File: config.mk
export PLATFORM = sky130hd
export DESIGN_NAME = opb_register_simulink2ppc_snap
export DESIGN_NICKNAME = d
export VERILOG_FILES = /design/src/rtl/opb_reg_pkg.sv /design/src/rtl/opb_slave_ack_fsm.sv /design/src/rtl/opb_register_simulink2ppc_snap.sv
export SDC_FILE = /design/constraint.sdc
export NUM_CORES = 1
export LEC_CHECK = 0
export CAP_MARGIN = 0
export CORE_ASPECT_RATIO = 1.75
export CORE_UTILIZATION = 44
export CTS_CLUSTER_SIZE = 25
export DETAILED_ROUTE_END_ITERATION = 10
export GPL_ROUTABILITY_DRIVEN = 0
export PLACE_DENSITY = 0.84
export RECOVER_POWER = 25
export SETUP_SLACK_MARGIN = 0.05
export SYNTH_ARGS = -nofsm -noshare
export SYNTH_HDL_FRONTEND = slang
export SYNTH_HIERARCHICAL = 1
export SYNTH_SLANG_ARGS = --single-unit
File: constraint.sdc
create_clock -name OPB_Clk -period 3.78 [get_ports OPB_Clk]
set_clock_uncertainty 0.2 [all_clocks]
set_input_delay 0.567 -clock OPB_Clk [delete_from_list [all_inputs] [get_ports OPB_Clk]]
set_output_delay 0.567 -clock OPB_Clk [all_outputs]
set_load 0.02 [all_outputs]
File: src/rtl/opb_reg_pkg.sv
// Shared register-map offsets, status bit positions and slave FSM states
// for the simulink-to-PPC snapshot register.
package opb_reg_pkg;

  localparam logic [5:0] OFF_DATA   = 6'h00;
  localparam logic [5:0] OFF_STATUS = 6'h01;

  // Positions use the OPB big-endian numbering, where bit 0 is the MSB.
  localparam int STAT_NEW     = 31;
  localparam int STAT_OVR     = 30;
  localparam int STAT_CNT_MSB = 0;
  localparam int STAT_CNT_LSB = 15;

  typedef enum logic [1:0] {
    IDLE,
    ACK,
    GAP
  } slv_state_e;

  function automatic logic [0:31] status_word(input logic new_f, input logic ovr_f,
                                              input logic [15:0] cnt);
    logic [0:31] w;
    w = '0;
    w[STAT_CNT_MSB:STAT_CNT_LSB] = cnt;
    w[STAT_OVR] = ovr_f;
    w[STAT_NEW] = new_f;
    return w;
  endfunction

endpackage

File: src/rtl/opb_slave_ack_fsm.sv
// OPB address-window decode and single-beat acknowledge sequencer.
// A hit is acked one cycle later, then one dead cycle follows before the next hit is accepted.
//
//   state | meaning
//   IDLE  | waiting for select inside the address window
//   ACK   | Sl_xferAck high, rd_en/wr_en/offset valid for this cycle
//   GAP   | dead cycle, select ignored
module opb_slave_ack_fsm
  import opb_reg_pkg::*;
#(
  parameter logic [31:0] C_BASEADDR = 32'h0100_2000,
  parameter logic [31:0] C_HIGHADDR = 32'h0100_20FF
) (
  input  logic        clk,
  input  logic        rst,
  input  logic        select,
  input  logic [0:31] abus,
  input  logic        rnw,
  output logic        accept,
  output logic [5:0]  req_offset,
  output logic        xfer_ack,
  output logic        rd_en,
  output logic        wr_en,
  output logic [5:0]  offset
);

  slv_state_e state;
  logic       hit;

  assign hit        = select && (abus >= C_BASEADDR) && (abus <= C_HIGHADDR);
  assign accept     = (state == IDLE) && hit;
  assign req_offset = abus[24:29];

  always_ff @(posedge clk or posedge rst) begin
    if (rst) begin
      state    <= IDLE;
      xfer_ack <= 1'b0;
      rd_en    <= 1'b0;
      wr_en    <= 1'b0;
      offset   <= '0;
    end else begin
      case (state)
        IDLE: begin
          if (hit) begin
            state    <= ACK;
            xfer_ack <= 1'b1;
            rd_en    <= rnw;
            wr_en    <= !rnw;
            offset   <= req_offset;
          end
        end
        ACK: begin
          state    <= GAP;
          xfer_ack <= 1'b0;
          rd_en    <= 1'b0;
          wr_en    <= 1'b0;
        end
        GAP:     state <= IDLE;
        default: state <= IDLE;
      endcase
    end
  end

endmodule

File: src/rtl/opb_register_simulink2ppc_snap.sv
// OPB readback register: captures a user word on a valid strobe and exposes it
// to the PPC together with new-data/overrun flags and a 16-bit update count.
module opb_register_simulink2ppc_snap
  import opb_reg_pkg::*;
#(
  parameter logic [31:0] C_BASEADDR   = 32'h0100_2000,
  parameter logic [31:0] C_HIGHADDR   = 32'h0100_20FF,
  parameter int          C_OPB_AWIDTH = 32,
  parameter int          C_OPB_DWIDTH = 32,
  parameter string       C_FAMILY     = "virtex6"
) (
  input  logic                    OPB_Clk,
  input  logic                    OPB_Rst,
  input  logic [0:C_OPB_AWIDTH-1] OPB_ABus,
  input  logic [0:3]              OPB_BE,
  input  logic [0:C_OPB_DWIDTH-1] OPB_DBus,
  input  logic                    OPB_RNW,
  input  logic                    OPB_select,
  input  logic                    OPB_seqAddr,
  output logic [0:C_OPB_DWIDTH-1] Sl_DBus,
  output logic                    Sl_xferAck,
  output logic                    Sl_errAck,
  output logic                    Sl_retry,
  output logic                    Sl_toutSup,
  input  logic [31:0]             user_data_in,
  input  logic                    user_data_valid,
  output logic                    user_read_strobe
);

  localparam bit FAMILY_SET = (C_FAMILY != "");

  logic        accept, rd_en, wr_en;
  logic [5:0]  req_offset, offset;
  logic [31:0] snapshot;
  logic        new_f, ovr_f;
  logic [15:0] upd_cnt;
  logic        w1c_new, w1c_ovr;
  logic [0:31] rd_mux;
  logic        data_rd, status_wr;
  logic        unused_inputs;

  assign unused_inputs = ^{OPB_BE, OPB_seqAddr, OPB_DBus[0:29], FAMILY_SET};

  opb_slave_ack_fsm #(
    .C_BASEADDR (C_BASEADDR),
    .C_HIGHADDR (C_HIGHADDR)
  ) u_fsm (
    .clk        (OPB_Clk),
    .rst        (OPB_Rst),
    .select     (OPB_select),
    .abus       (OPB_ABus),
    .rnw        (OPB_RNW),
    .accept     (accept),
    .req_offset (req_offset),
    .xfer_ack   (Sl_xferAck),
    .rd_en      (rd_en),
    .wr_en      (wr_en),
    .offset     (offset)
  );

  assign Sl_errAck  = 1'b0;
  assign Sl_retry   = 1'b0;
  assign Sl_toutSup = 1'b0;

  assign data_rd   = rd_en && (offset == OFF_DATA);
  assign status_wr = wr_en && (offset == OFF_STATUS);

  always_comb begin
    rd_mux = '0;
    case (req_offset)
      OFF_DATA:   rd_mux = snapshot;
      OFF_STATUS: rd_mux = status_word(new_f, ovr_f, upd_cnt);
      default:    rd_mux = '0;
    endcase
  end

  always_ff @(posedge OPB_Clk or posedge OPB_Rst) begin
    if (OPB_Rst) begin
      Sl_DBus          <= '0;
      user_read_strobe <= 1'b0;
      w1c_new          <= 1'b0;
      w1c_ovr          <= 1'b0;
      snapshot         <= '0;
      new_f            <= 1'b0;
      ovr_f            <= 1'b0;
      upd_cnt          <= '0;
    end else begin
      // Read data is frozen at accept so it reflects state in the request cycle.
      Sl_DBus          <= (accept && OPB_RNW) ? rd_mux : '0;
      user_read_strobe <= accept && OPB_RNW && (req_offset == OFF_DATA);
      if (accept) begin
        w1c_new <= OPB_DBus[STAT_NEW];
        w1c_ovr <= OPB_DBus[STAT_OVR];
      end

      // A capture overrides any same-cycle clear of NEW; OVR uses NEW from before the cycle.
      if (user_data_valid) begin
        snapshot <= user_data_in;
        new_f    <= 1'b1;
        upd_cnt  <= upd_cnt + 16'd1;
        if (new_f)
          ovr_f <= 1'b1;
        else if (status_wr && w1c_ovr)
          ovr_f <= 1'b0;
      end else begin
        if (data_rd || (status_wr && w1c_new))
          new_f <= 1'b0;
        if (status_wr && w1c_ovr)
          ovr_f <= 1'b0;
      end
    end
  end

endmodule
-- Word-level counts from Yosys, hierarchy flattened
Index checks and enable logic that the tools add are counted.
- add/subtract/negate cells: 1
- order comparisons: 2
- equality and inequality tests: 4
- muxes and demuxes: 15
- reductions and logical operators: 18
- operator list (operator ; number):
    one-hot mux 32 bit (2 select lines) ; 1
    >= comparator 32 x 25 -> 1 bit, second input constant ; 1
    <= comparator 32 x 25 -> 1 bit, second input constant ; 1
    2-to-1 mux 32 bit ; 1
    adder 16 x 1 -> 16 bit, second input constant ; 1
    equality test 6 x 1 -> 1 bit, second input constant ; 2
    logical NOT 6 bit ; 2
    logical AND 1 bit ; 9
    2-to-1 mux 1 bit ; 8
    one-hot mux 1 bit (2 select lines) ; 3
    one-hot mux 2 bit (2 select lines) ; 1
    AND reduction 2 bit ; 2
    nonzero test 2 bit ; 2
    equality test 2 x 1 -> 1 bit, second input constant ; 1
    logical NOT 2 bit ; 1
    2-to-1 mux 2 bit ; 1
    != test 2 x 1 -> 1 bit, second input constant ; 1
    logical NOT 1 bit ; 1
    logical OR 1 bit ; 1
- bits in registers: 96
- input bits: 106
- output and inout bits: 37
- logic and storage cells: 53

-- Longest topological paths before layout
- word-level depth: 6
- gate-level depth with buffers: 7

-- By module
The synthesis kept the hierarchy.
- modules (own cells, without submodules) (module ; instances ; cells an instance ; area each (sq um) ; sequential area each (sq um)):
    opb_register_simulink2ppc_snap ; 1 ; 240 ; 3349.5 ; 2127.0
    opb_slave_ack_fsm ; 1 ; 43 ; 518.0 ; 275.3

-- Least setup slack after synthesis
OpenSTA, ideal clock, no wires.
- path type: input port to flip-flop
- start: in OPB_ABus[9] in the netlist's numbering
- end: reg Sl_DBus[16] in the netlist's numbering
- library setup time: 66 ps
- arrival: 1992 ps
- data required time: 3514 ps
- setup slack: 1522 ps
- cell stages on the path: 7
- path buffers: 1
- path through: nor4b_1 > nand4_1 > nor2_4 > nand2_1 > and4bb_2 > buf_2 > and2_1
- word-level cells in the longest chain between the ends: 6
- elaborated cells between the ends (all ways): 7
- those cells by class: order compare (2); mux (1); reduce/logical (4)
- RTL lines (element ; line ; RTL):
    start: declaration ; opb_register_simulink2ppc_snap.sv:14 ; input logic [0:C_OPB_AWIDTH-1] OPB_ABus,
    >= comparator 32 x 25 -> 1 bit ; opb_slave_ack_fsm.sv:30 ; assign hit = select && (abus >= C_BASEADDR) && (abus <= C_HIGHADDR);
    logical AND 1 bit ; opb_slave_ack_fsm.sv:30 ;
    logical AND 1 bit (*) ; opb_slave_ack_fsm.sv:30 ;
    logical AND 1 bit (*) ; opb_slave_ack_fsm.sv:31 ; assign accept = (state == IDLE) && hit;
    named net accept ; opb_register_simulink2ppc_snap.sv:32 ; logic accept, rd_en, wr_en;
    logical AND 1 bit (*) ; opb_register_simulink2ppc_snap.sv:89 ; Sl_DBus <= (accept && OPB_RNW) ? rd_mux : '0;
    2-to-1 mux 32 bit (*) ; opb_register_simulink2ppc_snap.sv:89 ;
    end signal: assignment ; opb_register_simulink2ppc_snap.sv:89 ;
    end: declaration ; opb_register_simulink2ppc_snap.sv:20 ; output logic [0:C_OPB_DWIDTH-1] Sl_DBus,
Mark *: on every way through the listed nets, which the timed path passes. The rest lies on a longest branch.
A chain may end at the register's enable or synchronous reset.

-- Worst setup path in the final report
- start: in OPB_ABus[6] in the netlist's numbering
- end: reg Sl_DBus[28] in the netlist's numbering
The elaborated chain is that of the path after synthesis.

==> impl_results.md <==
- F_max: 387 MHz
- Combinational Power Share: 10.9%
- Sequential area share after synthesis: 62.1%
- # clock sinks: 96
- Worst setup margin: 1.19 ns
- Asr flop ratio synth: 100%
- Worst hold margin: 0.277 ns
- Ant diodes: 0
- Period utilisation layout: 68.4%
- First-pass GRT wire length: 12,500 um
- HP Class: flip-flop to flip-flop
- DR vias: 2,472
- CTS Root Cell: clkbuf_16
- Count of cell types in the netlist: 28
- Reg2Reg Capture Point: Sl_DBus[28]
- Worst path required time: 3.86 ns
- Worst reg2reg startpoint: u_fsm/state[0]
- Yosys reg bits: 96
- Pre-CTS WS: 0.796 ns
- Post-CTS Setup Bufs: 0
- Maximum vdd drop: 0.000298 V
- Share of the synthesized area in the top cell type: 62.1%
- Top-Level Pins: 143
- Actual slew at the worst max-slew pin: 1.69 ns
- Post-Layout Cell Count: 502
- Slew Viols, Final: 38
- Most frequent cells after synthesis: dfrtp_1, mux2_2, nor2_1
- # DRC: 0
- CORE AREA: 8420 um2
- Cell Area, Placed: 4960 um2
- HPWL Detailed: 5510 um
- CP endpoint kind: flip-flop
- Max-cap check violation count: 1
- Post-Synthesis Cells: 283
- Net switching power: 0.000510 W
- Die Footprint: 9180 um2
- Starting DRT DRC Count: 99
- Final Hold Violating Endpoints: 0
- Initial Util: 45.9%
- Post-route ant nets: 0
- WL/cell: 15.2 um
- Hold_buf cts: 0
- Worst-case reg-to-reg path depth: 6
- CTS clk-pin slew, worst paths: 0.06 ns
- Nets: 491
- Drt first pass iters: 4
- Syn_area_per_cell: 13.7 um2
- Largest net degree at the start of global routing: 49
- Final wirelength: 7640 um
- Static Leak: 2.36 nW
- P&R area growth vs syn: 35.0%
- YS warnings: 6
- WP data arrival: 2.66 ns
- Share of post-route cells with drive strength above 1: 16.8%
- EDFF count, synth: 0
- Switching Fraction: 22.7%
- Final Setup Violations: 0
- Die Y: 126 um
- Max Root-Sink Buffers: 2
- Status: complete, but fails checks
- # placed instances: 488
- Crit. Startpoint: OPB_ABus[6]
- CP endpoint: Sl_DBus[28]
- Non-Filler Cell Area, Final: 5220 um2
- Port bufs: 102
- Total negative slack: 0 ns
- Via/cell ratio: 4.92
- Pint: 0.00174 W
- Synth area leaders: dfrtp_1, mux2_2, mux2i_1
- RSZ-0062 raised after global routing: no
- Total GRT Usage: 18.6%
- Failing checks: max-capacitance violations, max-slew violations
- Crit path max fanout: 15
- Kind of critical path: primary input to flip-flop
- Num CTS Buffers: 9
- Reg power frac: 52.3%
- TritonCTS clock tree: done
- Number of global-route vias before repair: 2,716
- Clock latency on the worst-skew pair: 0.34 ns
- Final min period: 2.59 ns
- Max-slew headroom: -13.5%
- Reg2reg setup slack: 1.57 ns
- Post-synth top flop: dfrtp_1
- Worst setup SP type: primary input
- Clock power share: 36.8%
- Die Wd: 72.9 um
- Grt ovf: 0
- Rows: 44
- Most common cell in the netlist: dfrtp_1
- Hold_sp: upd_cnt[15]
- H-Tree Depth: 3
- Netlist Area Pre-Place: 3870 um2
- Post_cts resized: 0
- Pwr dens: 431 nW/um2
- Leading area contributor after synthesis: dfrtp_1
- Initial antenna violation count: 0
==> worst min path at each step <==
stage	depth (start not counted)	to	slack, ns
3_5_place_dp	1	upd_cnt[15]	0.26
4_1_cts	1	upd_cnt[15]	0.27
5_1_grt	1	Sl_DBus[26]	0.30
6_report	1	upd_cnt[15]	0.28
3_3_place_gp	1	Sl_DBus[21]	0.26
2_1_floorplan	1	u_fsm/offset[0]	0.22
==> flip-flops by register name (all words and copies together), names as in the netlist <==
signal            count
Sl_DBus              32
new_f                 1
ovr_f                 1
snapshot             32
u_fsm/offset          6
u_fsm/rd_en           1
u_fsm/state           2
u_fsm/wr_en           1
u_fsm/xfer_ack        1
upd_cnt              16
user_read_strobe      1
w1c_new               1
w1c_ovr               1
==> area by class of cell <==
cell class	count	area [um2]
fillers	655	3200
flip-flops and latches	96	2400
multi-input cells	165	1320
repair buffers	106	1060
clock buffers	14	274
well taps	115	144
inverters	6	23.8
==> cells by family after synthesis <==
group | after synthesis | share of synthesized area [%]
simple gates | 81 | 12.6
xor+xnor | 15 | 3.40
compound gates | 4 | 0.841
mux | 61 | 17.1
flops | 96 | 62.1
fa+ha+maj | 1 | 0.323
other cells | 1 | 0.0970
buf+inv | 24 | 3.56
==> layout by cell type (no fill, tap or decap), types with 6 or more instances in the layout <==
| cell type | instances |
|---|---|
| mux2i_1 | 20 |
| clkdlybuf4s50_1 | 100 |
| clkbuf_16 | 9 |
| mux2_2 | 41 |
| and2_1 | 14 |
| dfrtp_1 | 96 |
| nor3_1 | 6 |
| xor2_1 | 10 |
| nor4_1 | 6 |
| nand2_1 | 9 |
| nor2_1 | 23 |
| nand3_1 | 7 |
==> worst max-delay path: stages <==
cell	delay, ns
clkdlybuf4s50_1	0.40
nor4_1	0.33
nand4_1	0.25
nor2_4	0.38
nand2_1	0.08
and4bb_2	0.47
and2_1	0.17
==> power groups by stage <==
stage / clock network (W) / logic [W] / registers (W)
final: 0.000829 / 0.000245 / 0.00118
after global routing: 0.000896 / 0.000271 / 0.00119
after CTS: 0.000856 / 0.000253 / 0.00118
after detailed placement: 0 / 0.000251 / 0.00120
after global placement: 0 / 0.000240 / 0.00120
after floorplan: 0 / 0.000170 / 0.00117
==> metrics by stage <==
| stage | total power, W | utilization [%] |
|---|---|---|
| CTS | 0.00229 | 62.2 |
| finish | 0.00225 | 62.0 |
| floorplan | 0.00134 | - |
| global placement | 0.00144 | 58.9 |
| global route | 0.00235 | 62.0 |
| detailed placement | 0.00145 | 58.9 |
==> layer usage <==
metal	global-route usage (%)	part of all wire [%]
met3	5.36	5.7
met4	10.4	3.3
met1	18.9	36
met5	0	0
met2	32.9	55
No activity file was read; power rests on OpenSTA's default activity.
